**src/rtl/fifo_word_unpacker.sv**
```systemverilog
// fifo_word_unpacker
// Drains a synchronous FIFO read port (dout valid the cycle after rd_en) and
// splits each wide word into RATIO narrow elements on a valid/ready stream.
// A one-word prefetch register keeps the stream bubble-free while the FIFO
// has data.
//
// Build option: define UNPACK_MSB_FIRST_EN to emit the most significant
// slice of each word first (out_last still marks the final element).
module fifo_word_unpacker #(
    parameter int IN_WIDE  = 64,
    parameter int OUT_WIDE = 16
) (
    input  logic                clk,
    input  logic                rst_n,
    input  logic                fifo_empty,
    output logic                fifo_rd_en,
    input  logic [IN_WIDE-1:0]  fifo_dout,
    output logic [OUT_WIDE-1:0] out_data,
    output logic                out_valid,
    input  logic                out_ready,
    output logic                out_last,
    output logic                busy
);

    localparam int RATIO    = IN_WIDE / OUT_WIDE;
    localparam int IDX_WIDE = $clog2(RATIO);
    localparam logic [IDX_WIDE-1:0] IDX_LAST = IDX_WIDE'(RATIO - 1);

    generate
        if (RATIO < 2 || (IN_WIDE % OUT_WIDE) != 0) begin : g_bad_cfg
            $error("fifo_word_unpacker: IN_WIDE must be a multiple of OUT_WIDE with ratio >= 2");
        end
    endgenerate

    // A word viewed as an array of output elements, element 0 in the LSBs.
    typedef logic [RATIO-1:0][OUT_WIDE-1:0] word_t;

    word_t               word_buf;
    word_t               pf_buf;
    logic                word_valid;
    logic                pf_valid;
    logic                rd_pending;
    logic [IDX_WIDE-1:0] idx;

    logic [1:0]          held;
    logic                accept;
    logic                at_last;
    logic                free;
    logic [IDX_WIDE-1:0] sel;

    // Words owned by this block: being sliced, prefetched, or on the FIFO bus.
    assign held    = 2'(word_valid) + 2'(pf_valid) + 2'(rd_pending);
    assign accept  = word_valid && out_ready;
    assign at_last = (idx == IDX_LAST);
    assign free    = accept && at_last;

    // Read only when a slot is guaranteed for the returning word; held low in
    // reset so the FIFO is never popped into a block that would discard it.
    assign fifo_rd_en = rst_n && !fifo_empty && (held < 2'd2);

`ifdef UNPACK_MSB_FIRST_EN
    assign sel = IDX_LAST - idx;
`else
    assign sel = idx;
`endif

    assign out_data  = word_buf[sel];
    assign out_valid = word_valid;
    assign out_last  = word_valid && at_last;
    assign busy      = word_valid | pf_valid | rd_pending;

    // Word capture, prefetch promotion and slice index advance.
    always_ff @(posedge clk or negedge rst_n) begin
        if (!rst_n) begin
            word_buf   <= '0;
            pf_buf     <= '0;
            word_valid <= 1'b0;
            pf_valid   <= 1'b0;
            rd_pending <= 1'b0;
            idx        <= '0;
        end else begin
            rd_pending <= fifo_rd_en;
            if (rd_pending) begin
                if ((!word_valid || free) && !pf_valid) begin
                    // Nothing queued ahead: the returning word goes straight to slicing.
                    word_buf   <= fifo_dout;
                    word_valid <= 1'b1;
                    idx        <= '0;
                end else if (free && pf_valid) begin
                    // Word retires this cycle: promote prefetch, refill it from the FIFO.
                    word_buf <= pf_buf;
                    pf_buf   <= fifo_dout;
                    idx      <= '0;
                end else begin
                    // Current word still in progress: park the new one. free is 0 here.
                    pf_buf   <= fifo_dout;
                    pf_valid <= 1'b1;
                    if (accept) idx <= idx + IDX_WIDE'(1);
                end
            end else if (free) begin
                idx <= '0;
                if (pf_valid) begin
                    word_buf <= pf_buf;
                    pf_valid <= 1'b0;
                end else begin
                    word_valid <= 1'b0;
                end
            end else if (accept) begin
                idx <= idx + IDX_WIDE'(1);
            end
        end
    end

endmodule

```
**config.mk**
```make
export PLATFORM = sky130hd
export DESIGN_NAME = fifo_word_unpacker
export DESIGN_NICKNAME = d
export VERILOG_FILES = /design/src/rtl/fifo_word_unpacker.sv
export SDC_FILE = /design/constraint.sdc
export NUM_CORES = 1
export LEC_CHECK = 0
export ABC_AREA = 1
export CAP_MARGIN = 20
export CORE_AREA = 2 2 154 156
export CTS_BUF_LIST = sky130_fd_sc_hd__clkbuf_16
export CTS_CLUSTER_DIAMETER = 40
export DETAILED_ROUTE_END_ITERATION = 10
export DIE_AREA = 0 0 156 158
export HOLD_SLACK_MARGIN = 0.02
export PLACE_DENSITY = 0.5
export SLEW_MARGIN = 25
export SYNTH_ARGS = -nofsm -noshare
export SYNTH_HDL_FRONTEND = slang
export SYNTH_SLANG_ARGS = --single-unit
```
**constraint.sdc**
```tcl
create_clock -name clk -period 1.61 [get_ports clk]
set_clock_uncertainty 0.1 [all_clocks]
set_input_delay 0.2415 -clock clk [delete_from_list [all_inputs] [get_ports clk]]
set_output_delay 0.2415 -clock clk [all_outputs]
set_load 0.005 [all_outputs]
```
==> results of run 1 <==
[per-stage QoR]
stage                     instance area (um2)  hold slack, ps  std cells  setup TNS, ps  utilization (%)
after floorplan                          6820            -154        883              0                -
after global placement                   8010             255       1229         -40820             34.8
after detailed placement                 8010             255       1229         -43230             34.8
after CTS                               10900            -201       1347         -52030             47.3
after global routing                    11900            -168       1350         -50940             51.5
final                                   11900            -218       1350         -43810             51.5
[repair_timing]
action | 4_1_cts | 5_1_grt
endpoints found under the setup margin | 150 | 151
resized for setup | 395 | 275
buffers inserted | 53 | 12
hold endpoints to repair | 38 | 38
gates cloned | 34 | 8
pin swaps | 42 | 63
[metal layers]
metal	vias up	part of all wire (%)	track usage, %
li1	3205	-	-
met1	3428	43	28.7
met2	223	50	37.6
met3	45	4.9	4.16
met4	0	2.9	8.91
met5	-	0	0
[worst paths after layout]
kind,from,to,slack [ps]
max in group asynchronous,rst_n,pf_buf[18],480
max reg2reg,idx[0],word_buf[50],-410
min in group clk,fifo_dout[43],pf_buf[43],280
min,rst_n,pf_buf[49],-220
min reg2reg,pf_buf[20],pf_buf[20],380
max,idx[0],out_data[7],-470
[cells in the mapped netlist (9+ instances only)]
cell	count	area (um2)
nand3_1	64	320
inv_1	134	503
o21ai_0	69	345
nor2_1	36	135
clkbuf_1	22	82.6
o21ai_1	28	140
o22ai_1	16	100
nand4_1	64	400
nand2_1	264	991
buf_6	9	101
dfrtp_1	133	3330
buf_4	18	135
[power groups by stage]
stage	Clock [uW]	Combinational [uW]	Sequential, uW
6_report	4320	1390	3810
5_1_grt	4490	1530	3840
4_1_cts	4340	1230	3750
3_5_place_dp	0	811	3770
3_3_place_gp	0	799	3760
2_1_floorplan	0	490	3740
[cell usage in the layout, fill, tap and decap left out, types with 2 or more instances in the layout]
master / netlist / routed
dfrtp_1: 133 / 131
inv_1: 134 / 130
nand2_1: 264 / 94
nand2_2: 0 / 89
nand2_4: 0 / 80
o21ai_2: 0 / 72
clkdlybuf4s50_1: 0 / 66
nand4_1: 64 / 64
nand3_1: 64 / 49
buf_6: 9 / 28
buf_12: 0 / 27
buf_16: 0 / 26
clkbuf_16: 0 / 24
buf_4: 18 / 24
o21ai_1: 28 / 18
buf_2: 7 / 18
nor2_2: 0 / 16
nor2_1: 36 / 14
o22ai_2: 0 / 13
nand3_2: 3 / 13
o21ai_4: 0 / 7
nor2_4: 0 / 6
buf_8: 6 / 6
nand3_4: 0 / 5
bufinv_16: 0 / 5
bufbuf_16: 0 / 5
o22ai_4: 0 / 3
inv_2: 1 / 3
clkinv_1: 0 / 3
clkinvlp_4: 0 / 3
a21oi_4: 0 / 2
clkinv_2: 0 / 2
clkinv_4: 0 / 2
dfrtp_2: 0 / 2
[state kept, by name, indices dropped and copies added (netlist names)]
signal and cells:
rd_pending 1, pf_buf 64, pf_valid 1, out_valid 1, word_buf 64, idx 2
[logic make-up (layout without fill, tap and decap cells)]
group / Yosys count / count (layout) / share of synthesized area, %
AO/OA/AOI/OAI: 116 / 116 / 8.90
flip-flops: 133 / 133 / 48.8
XOR/XNOR: 1 / 1 / 0.129
buffers and inverters: 198 / 375 / 14.0
AND/OR/NAND/NOR: 433 / 433 / 27.8
adder cells (fa/ha/maj): 2 / 2 / 0.367
[final cells by class]
cell class,count,area [um2]
inverters,135,527
repair buffers,208,2940
clock inverters,15,211
multi-input cells,552,4080
fillers,2007,11200
well taps,290,363
clock buffers,17,425
flip-flops and latches,133,3330
==> results.py, run 1 <==
metrics = {
    "detailed_routing": {
        "drc_errors": 0,
        "drt-vias-per-instance": 5.11,
        "vias": 6901,
        "drt-initial-drc-count": 466,
        "route.final.wire_length_um": 27900,
        "ant_nets": 0,
        "wl_per_cell_um": 20.6,
        "drtPass1Iterations": 5,
    },
    "setup_path": {
        "worst-path-stages": 7,
        "cp.arrival_ps": 1740,
        "path_cells": "buf_6 -> inv_8 -> buf_8 -> buf_6 -> nor2_2 -> o22ai_2 -> buf_2",
        "critical_path_class": "reg2out",
        "worst_setup_path_end_kind": "output port",
        "path_buf_inv": 5,
        "crit_slowest_cell": "dfrtp_2",
        "cp.required_ps": 1270,
        "timing.critical_path.mode_cell": "buf_6",
        "critPathLaunchType": "flop",
        "worstPathMaxFanout": 6,
        "r2r_cells": 11,
        "critPathMaxStageDelay_ps": 430,
        "crit_family": "buffers and inverters",
    },
    "power_and_ir_drop": {
        "powerDensity_nw_per_um2": 803,
        "intPower_uw": 7030,
        "power_switching_uw": 2500,
        "p_seq_share_pct": 40.0,
        "swShare_pct": 26.2,
        "power_uw": 9530,
        "p_comb_share_pct": 14.6,
        "leakage_uw": 0.00538,
        "vdd_drop_max_v": 0.000564,
        "p_clk_share_pct": 45.4,
    },
    "place": {
        "dp_hpwl_um": 13200,
        "io_buffers": 87,
        "gp_congestion": 0.811,
        "place_ws_ps": -529,
    },
    "yosys": {
        "synth_cell_types": 24,
        "ys.flop_type": "dfrtp_1",
        "synthArstFlopShare_pct": 100,
        "ys_seq_area_share_pct": 48.8,
        "synth_edf_count": 0,
        "synth_cells": 883,
        "synth_area_um2": 6820,
        "synth_seq_cells": 133,
        "synth.avg_cell_area_um2": 7.72,
        "yosys_warnings": 0,
        "syn_nets": 953,
    },
    "outcome": {
        "violations": "negative hold slack, negative setup slack",
        "outcome": "complete, but fails checks",
    },
    "floorplanning": {
        "die_area_um2": 24600,
        "initial_core_util_pct": 29.6,
        "ios": 88,
        "core_area_um2": 23100,
        "fp.dieH_um": 158,
        "die_w_um": 156,
        "rows": 56,
    },
    "sta": {
        "drv_slew": 0,
        "period_needed_ps": 2080,
        "hold_ws_ps": -218,
        "hold_violations": 38,
        "period_share_pct": 129,
        "rsz0062_at_grt": "yes",
        "setup_slack_ps": -468,
        "max-slew-margin-rel_pct": 51.3,
        "setup-violations-final": 150,
        "tightest_slew_ps": 730,
        "fmax_ghz": 0.481,
    },
    "grt": {
        "grt_pass1_wl_um": 40900,
        "grt_pass1_vias": 6953,
        "grt_max_degree": 55,
        "grt-ovfl-total": 0,
        "antenna_found_initial": 0,
        "grt_util_all_layers_pct": 22.4,
    },
    "clock_network": {
        "cts.htree.levels": 4,
        "cts_tree": "built",
        "cts_buffer_depth": 2,
        "root_buffer": "clkbuf_16",
        "cts_buffers": 17,
        "clk_pin_slew_ps": 60,
        "clock_latency_ps": 430,
        "numClockSinks": 133,
    },
    "cells_and_area": {
        "drive_above_1_share_pct": 46.1,
        "fin_nets": 1117,
        "n_antenna_cell": 0,
        "syn_to_final_growth_pct": 74.2,
    },
    "hold_path": {
        "hp-class": "in2async",
    },
    "run": {
        "max_cap_violations": 0,
    },
}
No activity file was read; power rests on OpenSTA's default activity.
==> inputs of run 2 (changes only) <==
==> constraint.sdc (replaced) <==
create_clock -name clk -period 1.61 [get_ports clk]
set_clock_uncertainty 0.1 [all_clocks]
set_input_delay 0.2415 -clock clk [delete_from_list [all_inputs] [get_ports clk]]
set_output_delay 0.2415 -clock clk [all_outputs]
set_load 0.1 [all_outputs]
==> run 2 against run 1 <==
Compared with the run above:
- largest power group unchanged
- utilization is 2.1 points lower
- highest routed layer unchanged
- worst hold slack better by 460 ps
- the flow finishes with violations (negative setup slack)
- sequential cell count stayed put
- combinational power is 24% lower
- largest cell class unchanged
- critical path depth is 3 lower
- maximum frequency is 3.1% lower
- setup slack worse by 67 ps
- total power is 1.3% lower
- wire length is 8.0% lower
- sequential power is 2% lower
- critical path type unchanged
==> results.py, run 2 (synthesized netlist as in run 1, its figures left out) <==
metrics = {
    "outcome": {
        "outcome": "complete, but fails checks",
        "violations": "negative setup slack",
    },
    "hold_path": {
        "hp-start": "rst_n",
        "hp-class": "in2reg",
    },
    "setup_path": {
        "critPathLaunchType": "flop",
        "path_cells": "ha_4 -> or3b_4 -> a21oi_4 -> buf_12",
        "r2r_start": "out_valid",
        "cp.arrival_ps": 1800,
        "critPathMaxStageDelay_ps": 490,
        "critical_path_class": "reg2out",
        "worst_setup_path_end_kind": "output port",
        "worstPathMaxFanout": 2,
        "cp.required_ps": 1270,
        "startpoint": "out_valid",
        "crit_slowest_cell": "dfrtp_4",
    },
    "sta": {
        "setup-violations-final": 150,
        "drv_slew": 0,
        "rsz0062_at_grt": "yes",
        "hold_ws_ps": 244,
        "fmax_ghz": 0.466,
        "hold_violations": 0,
        "max-slew-margin-rel_pct": 49.5,
        "tightest_slew_ps": 758,
        "period_needed_ps": 2140,
        "period_share_pct": 133,
        "setup_slack_ps": -534,
    },
    "place": {
        "io_buffers": 87,
        "gp_congestion": 0.766,
        "dp_hpwl_um": 13700,
    },
    "detailed_routing": {
        "drt-initial-drc-count": 606,
        "drtPass1Iterations": 5,
        "drt-vias-per-instance": 4.91,
        "vias": 6635,
        "ant_nets": 0,
        "route.final.wire_length_um": 25600,
        "drc_errors": 0,
        "wl_per_cell_um": 19.0,
    },
    "grt": {
        "grt-ovfl-total": 0,
        "antenna_found_initial": 0,
        "grt_max_degree": 134,
        "grt_util_all_layers_pct": 21.1,
        "grt_pass1_wl_um": 38900,
        "grt_pass1_vias": 6490,
    },
    "floorplanning": {
        "ios": 88,
        "die_area_um2": 24600,
        "rows": 56,
        "die_w_um": 156,
        "core_area_um2": 23100,
        "initial_core_util_pct": 29.6,
        "fp.dieH_um": 158,
    },
    "cells_and_area": {
        "fin_nets": 1118,
        "syn_to_final_growth_pct": 67.0,
        "layout_common_cells": "nand2_1, inv_1, dfrtp_1",
        "reg_top3": "pf_buf (64), word_buf (64), idx (2)",
        "final_common_cell": "nand2_1",
        "n_antenna_cell": 0,
        "drive_above_1_share_pct": 27.3,
    },
    "power_and_ir_drop": {
        "leakage_uw": 0.00534,
        "vdd_drop_max_v": 0.000613,
        "power_uw": 9400,
        "powerDensity_nw_per_um2": 826,
    },
    "clock_network": {
        "cts_buffers": 17,
        "clock_latency_ps": 430,
        "numClockSinks": 133,
        "root_buffer": "clkbuf_16",
        "cts_buffer_depth": 2,
        "cts_tree": "built",
        "clk_pin_slew_ps": 60,
        "cts.htree.levels": 4,
    },
    "run": {
        "max_cap_violations": 0,
    },
}
==> run 2: changes by cell type in the layout (fill, tap and decap cells not counted), sizes merged <==
cell / delta
buf: +2
bufbuf: +2
bufinv: +2
clkbuf: -4
clkinv: -3
clkinvlp: +1
dlygate4sd3: +1
==> run 2: power breakdown <==
part           internal [uW]  total, uW  leakage, uW  switching [uW]
registers               3590       3720      0.00141             131
logic                    516       1060      0.00360             546
clock network           3040       4620     0.000324            1570
==> run 2: layout make-up <==
| type | count | area, um2 |
|---|---|---|
| clock inverters | 15 | 259 |
| flip-flops and latches | 133 | 3340 |
| multi-input cells | 552 | 3350 |
| well taps | 290 | 363 |
| fillers | 2099 | 11700 |
| inverters | 135 | 544 |
| clock buffers | 17 | 425 |
| repair buffers | 209 | 3100 |
==> run 2: per-layer routing <==
metal	GRT usage (%)	routed length, um	vias up
met5	0	0	-
met4	7.03	555	0
met3	4.27	1320	38
met2	33.7	12500	222
met1	28.8	11300	3202
li1	-	-	3173
==> run 2: final timing paths <==
check / slack (ps) / cells past startpoint / to
setup / recovery: -530 / 4 / fifo_rd_en
hold / removal: 240 / 4 / rd_pending
setup reg to reg: -410 / 10 / word_buf[29]
hold reg to reg: 380 / 2 / pf_buf[20]
max in group asynchronous: 350 / 3 / out_valid
min in group asynchronous: 450 / 3 / pf_buf[62]
==> run 2: per-stage QoR <==
stage          worst slack, ps  instance area, um2  cells  utilization (%)  setup TNS [ps]
2_1_floorplan             -497                7390    883                -           -7110
3_3_place_gp              -314                8950   1259             38.8          -30030
3_5_place_dp              -329                8950   1259             38.8          -30430
4_1_cts                   -566               11100   1340             48.2          -40260
5_1_grt                   -586               11400   1351             49.4          -52690
6_report                  -534               11400   1351             49.4          -43410
==> run 2: timing repair <==
action / 4_1_cts / 5_1_grt
resized for setup: 131 / 63
gates cloned: 28 / 5
setup buffers: 24 / 10
setup endpoints to repair: 150 / 150
hold endpoints to repair: 133 / 133
pin swaps: 21 / 20
==> run 2: worst max-delay path: cells and delay by family (launching register included) <==
| family | cells | cell delay (ps) |
|---|---|---|
| AOI/OAI and AO/OA | 1 | 160 |
| adders and majority gates | 1 | 160 |
| buffers and inverters | 1 | 190 |
| DFF | 1 | 490 |
| and+or+nand+nor | 1 | 380 |
==> inputs of run 3 (changes only) <==
- CORE_AREA: 2 2 154 156 -> 2 2 120 122
- DIE_AREA: 0 0 156 158 -> 0 0 122 124
- PLACE_DENSITY: 0.5 -> 0.75
==> run 3 against run 2 <==
Compared with the run above:
- the run ends with negative hold slack, negative setup slack left
- combinational power grew 9%
- critical endpoint is now out_data[8]
- die area decreased by 39%
- non-clock buffer count is 19 lower
- highest routed layer unchanged
- largest power group is now registers
- first-iteration DRC count is 76% higher
- register-to-register slack worse by 80 ps
==> results.py, run 3 (synthesized netlist as in run 1, its figures left out) <==
metrics = {
    "sta": {
        "period_needed_ps": 2200,
        "hold_violations": 133,
        "max-slew-margin-rel_pct": 51.0,
        "tightest_slew_ps": 736,
        "finalSetupTns_ps": -52670,
        "setup_slack_ps": -590,
        "rsz0062_at_grt": "yes",
        "fmax_ghz": 0.455,
        "setup-violations-final": 150,
        "drv_slew": 0,
        "period_share_pct": 137,
        "hold_ws_ps": -143,
    },
    "detailed_routing": {
        "ant_nets": 0,
        "route.final.wire_length_um": 29700,
        "drt-initial-drc-count": 1066,
        "drtPass1Iterations": 7,
        "drt-vias-per-instance": 6.27,
        "drc_errors": 0,
        "wl_per_cell_um": 24.3,
        "vias": 7665,
    },
    "place": {
        "dpl.cell_count": 1137,
        "io_buffers": 87,
        "placed_area_um2": 8710,
        "dp_hpwl_um": 11900,
        "gp_congestion": 0.874,
    },
    "clock_network": {
        "cts.htree.levels": 4,
        "clk_pin_slew_ps": 60,
        "clock_latency_ps": 430,
        "cts_buffer_depth": 2,
        "numClockSinks": 133,
        "cts_buffers": 17,
        "root_buffer": "clkbuf_16",
        "cts_tree": "built",
    },
    "floorplanning": {
        "initial_core_util_pct": 49.7,
        "ios": 88,
        "rows": 43,
        "fp.dieH_um": 124,
        "core_area_um2": 13700,
        "die_area_um2": 15100,
        "die_w_um": 122,
    },
    "setup_path": {
        "cp.arrival_ps": 1860,
        "critical_path_class": "reg2out",
        "worstPathMaxFanout": 9,
        "critPathLaunchType": "flop",
        "cp.required_ps": 1270,
        "worst_setup_path_end_kind": "output port",
    },
    "cells_and_area": {
        "post-route-util_pct": 79.9,
        "n_antenna_cell": 0,
        "reg_top3": "pf_buf (64), word_buf (64), idx (2)",
        "layout_common_cells": "nand2_1, inv_1, dfrtp_1",
        "finalNonFillerCells": 1222,
        "syn_to_final_growth_pct": 60.8,
        "design_area_um2": 11000,
        "fin_nets": 1099,
        "drive_above_1_share_pct": 28.7,
        "fillCellCount": 731,
        "final_common_cell": "nand2_1",
    },
    "hold_path": {
        "hp-class": "in2async",
    },
    "grt": {
        "grt_max_degree": 134,
        "grt_pass1_vias": 7227,
        "grt_pass1_wl_um": 39600,
        "antenna_found_initial": 0,
        "grt-ovfl-total": 0,
        "grt_util_all_layers_pct": 35.1,
    },
    "run": {
        "max_cap_violations": 0,
    },
    "power_and_ir_drop": {
        "leakage_uw": 0.00517,
        "power_uw": 8450,
        "vdd_drop_max_v": 0.000671,
        "powerDensity_nw_per_um2": 771,
    },
    "outcome": {
        "outcome": "complete, but fails checks",
        "violations": "negative hold slack, negative setup slack",
    },
}
run 3: changes by cell type in the layout (fill, tap and decap cells not counted), sizes merged:
cell         previous run  this run
buf                   131       117
bufbuf                  7         3
bufinv                  7         1
clkinv                  5         8
clkinvlp                4         1
dlygate4sd3             1         0
inv                   134       140
run 3: routing by layer:
| metal | vias up | track usage [%] | part of all wire [%] |
|---|---|---|---|
| met3 | 245 | 9.75 | 11 |
| met4 | 0 | 20.0 | 8.9 |
| li1 | 3127 | - | - |
| met5 | - | 0 | 0 |
| met2 | 711 | 56.7 | 46 |
| met1 | 3582 | 42.5 | 34 |
run 3: worst paths after layout:
kind | from | end | slack, ps | cells past startpoint
max | idx[0] | out_data[8] | -590 | 5
min | rst_n | pf_buf[3] | -140 | 2
max reg2reg | out_valid | word_buf[40] | -490 | 11
min reg2reg | pf_buf[51] | pf_buf[51] | 390 | 2
max in group asynchronous | rst_n | out_valid | 930 | 2
min in group clk | rst_n | rd_pending | 180 | 3
run 3: report_power, final:
group	switching, uW	internal, uW	total [uW]
registers	174	3590	3760
logic	643	519	1160
clock network	1480	2050	3520
total	2290	6150	8450
run 3: area by class of cell:
| type | count | area [um2] | area share (%) |
|---|---|---|---|
| tap | 180 | 225 | 2.06 |
| inverter | 135 | 543 | 4.96 |
| clock buffer | 17 | 425 | 3.88 |
| clock inverter | 15 | 86.3 | 0.788 |
| timing repair buffer | 190 | 2820 | 25.7 |
| sequential | 133 | 3340 | 30.4 |
| multi-input combinational | 552 | 3530 | 32.2 |
run 3: timing repair:
action / CTS / global route
cloned: 23 / 6
buffers inserted: 28 / 8
gates resized for setup: 146 / 94
hold endpoints to repair: 133 / 133
pin swaps: 20 / 20
endpoints found under the setup margin: 150 / 151
run 3: per-stage QoR:
| step | setup slack [ps] | hold WS, ps |
|---|---|---|
| 2_1_floorplan | -497 | -154 |
| 3_3_place_gp | -257 | 358 |
| 3_5_place_dp | -314 | 354 |
| 4_1_cts | -537 | -88.4 |
| 5_1_grt | -593 | -63.0 |
| 6_report | -590 | -143 |
run 3: worst max-delay path, cell delays in order (launching register included):
cell	delay [ps]
dfrtp_2	430
buf_12	160
buf_4	200
nor2_1	310
o22ai_4	140
buf_12	190
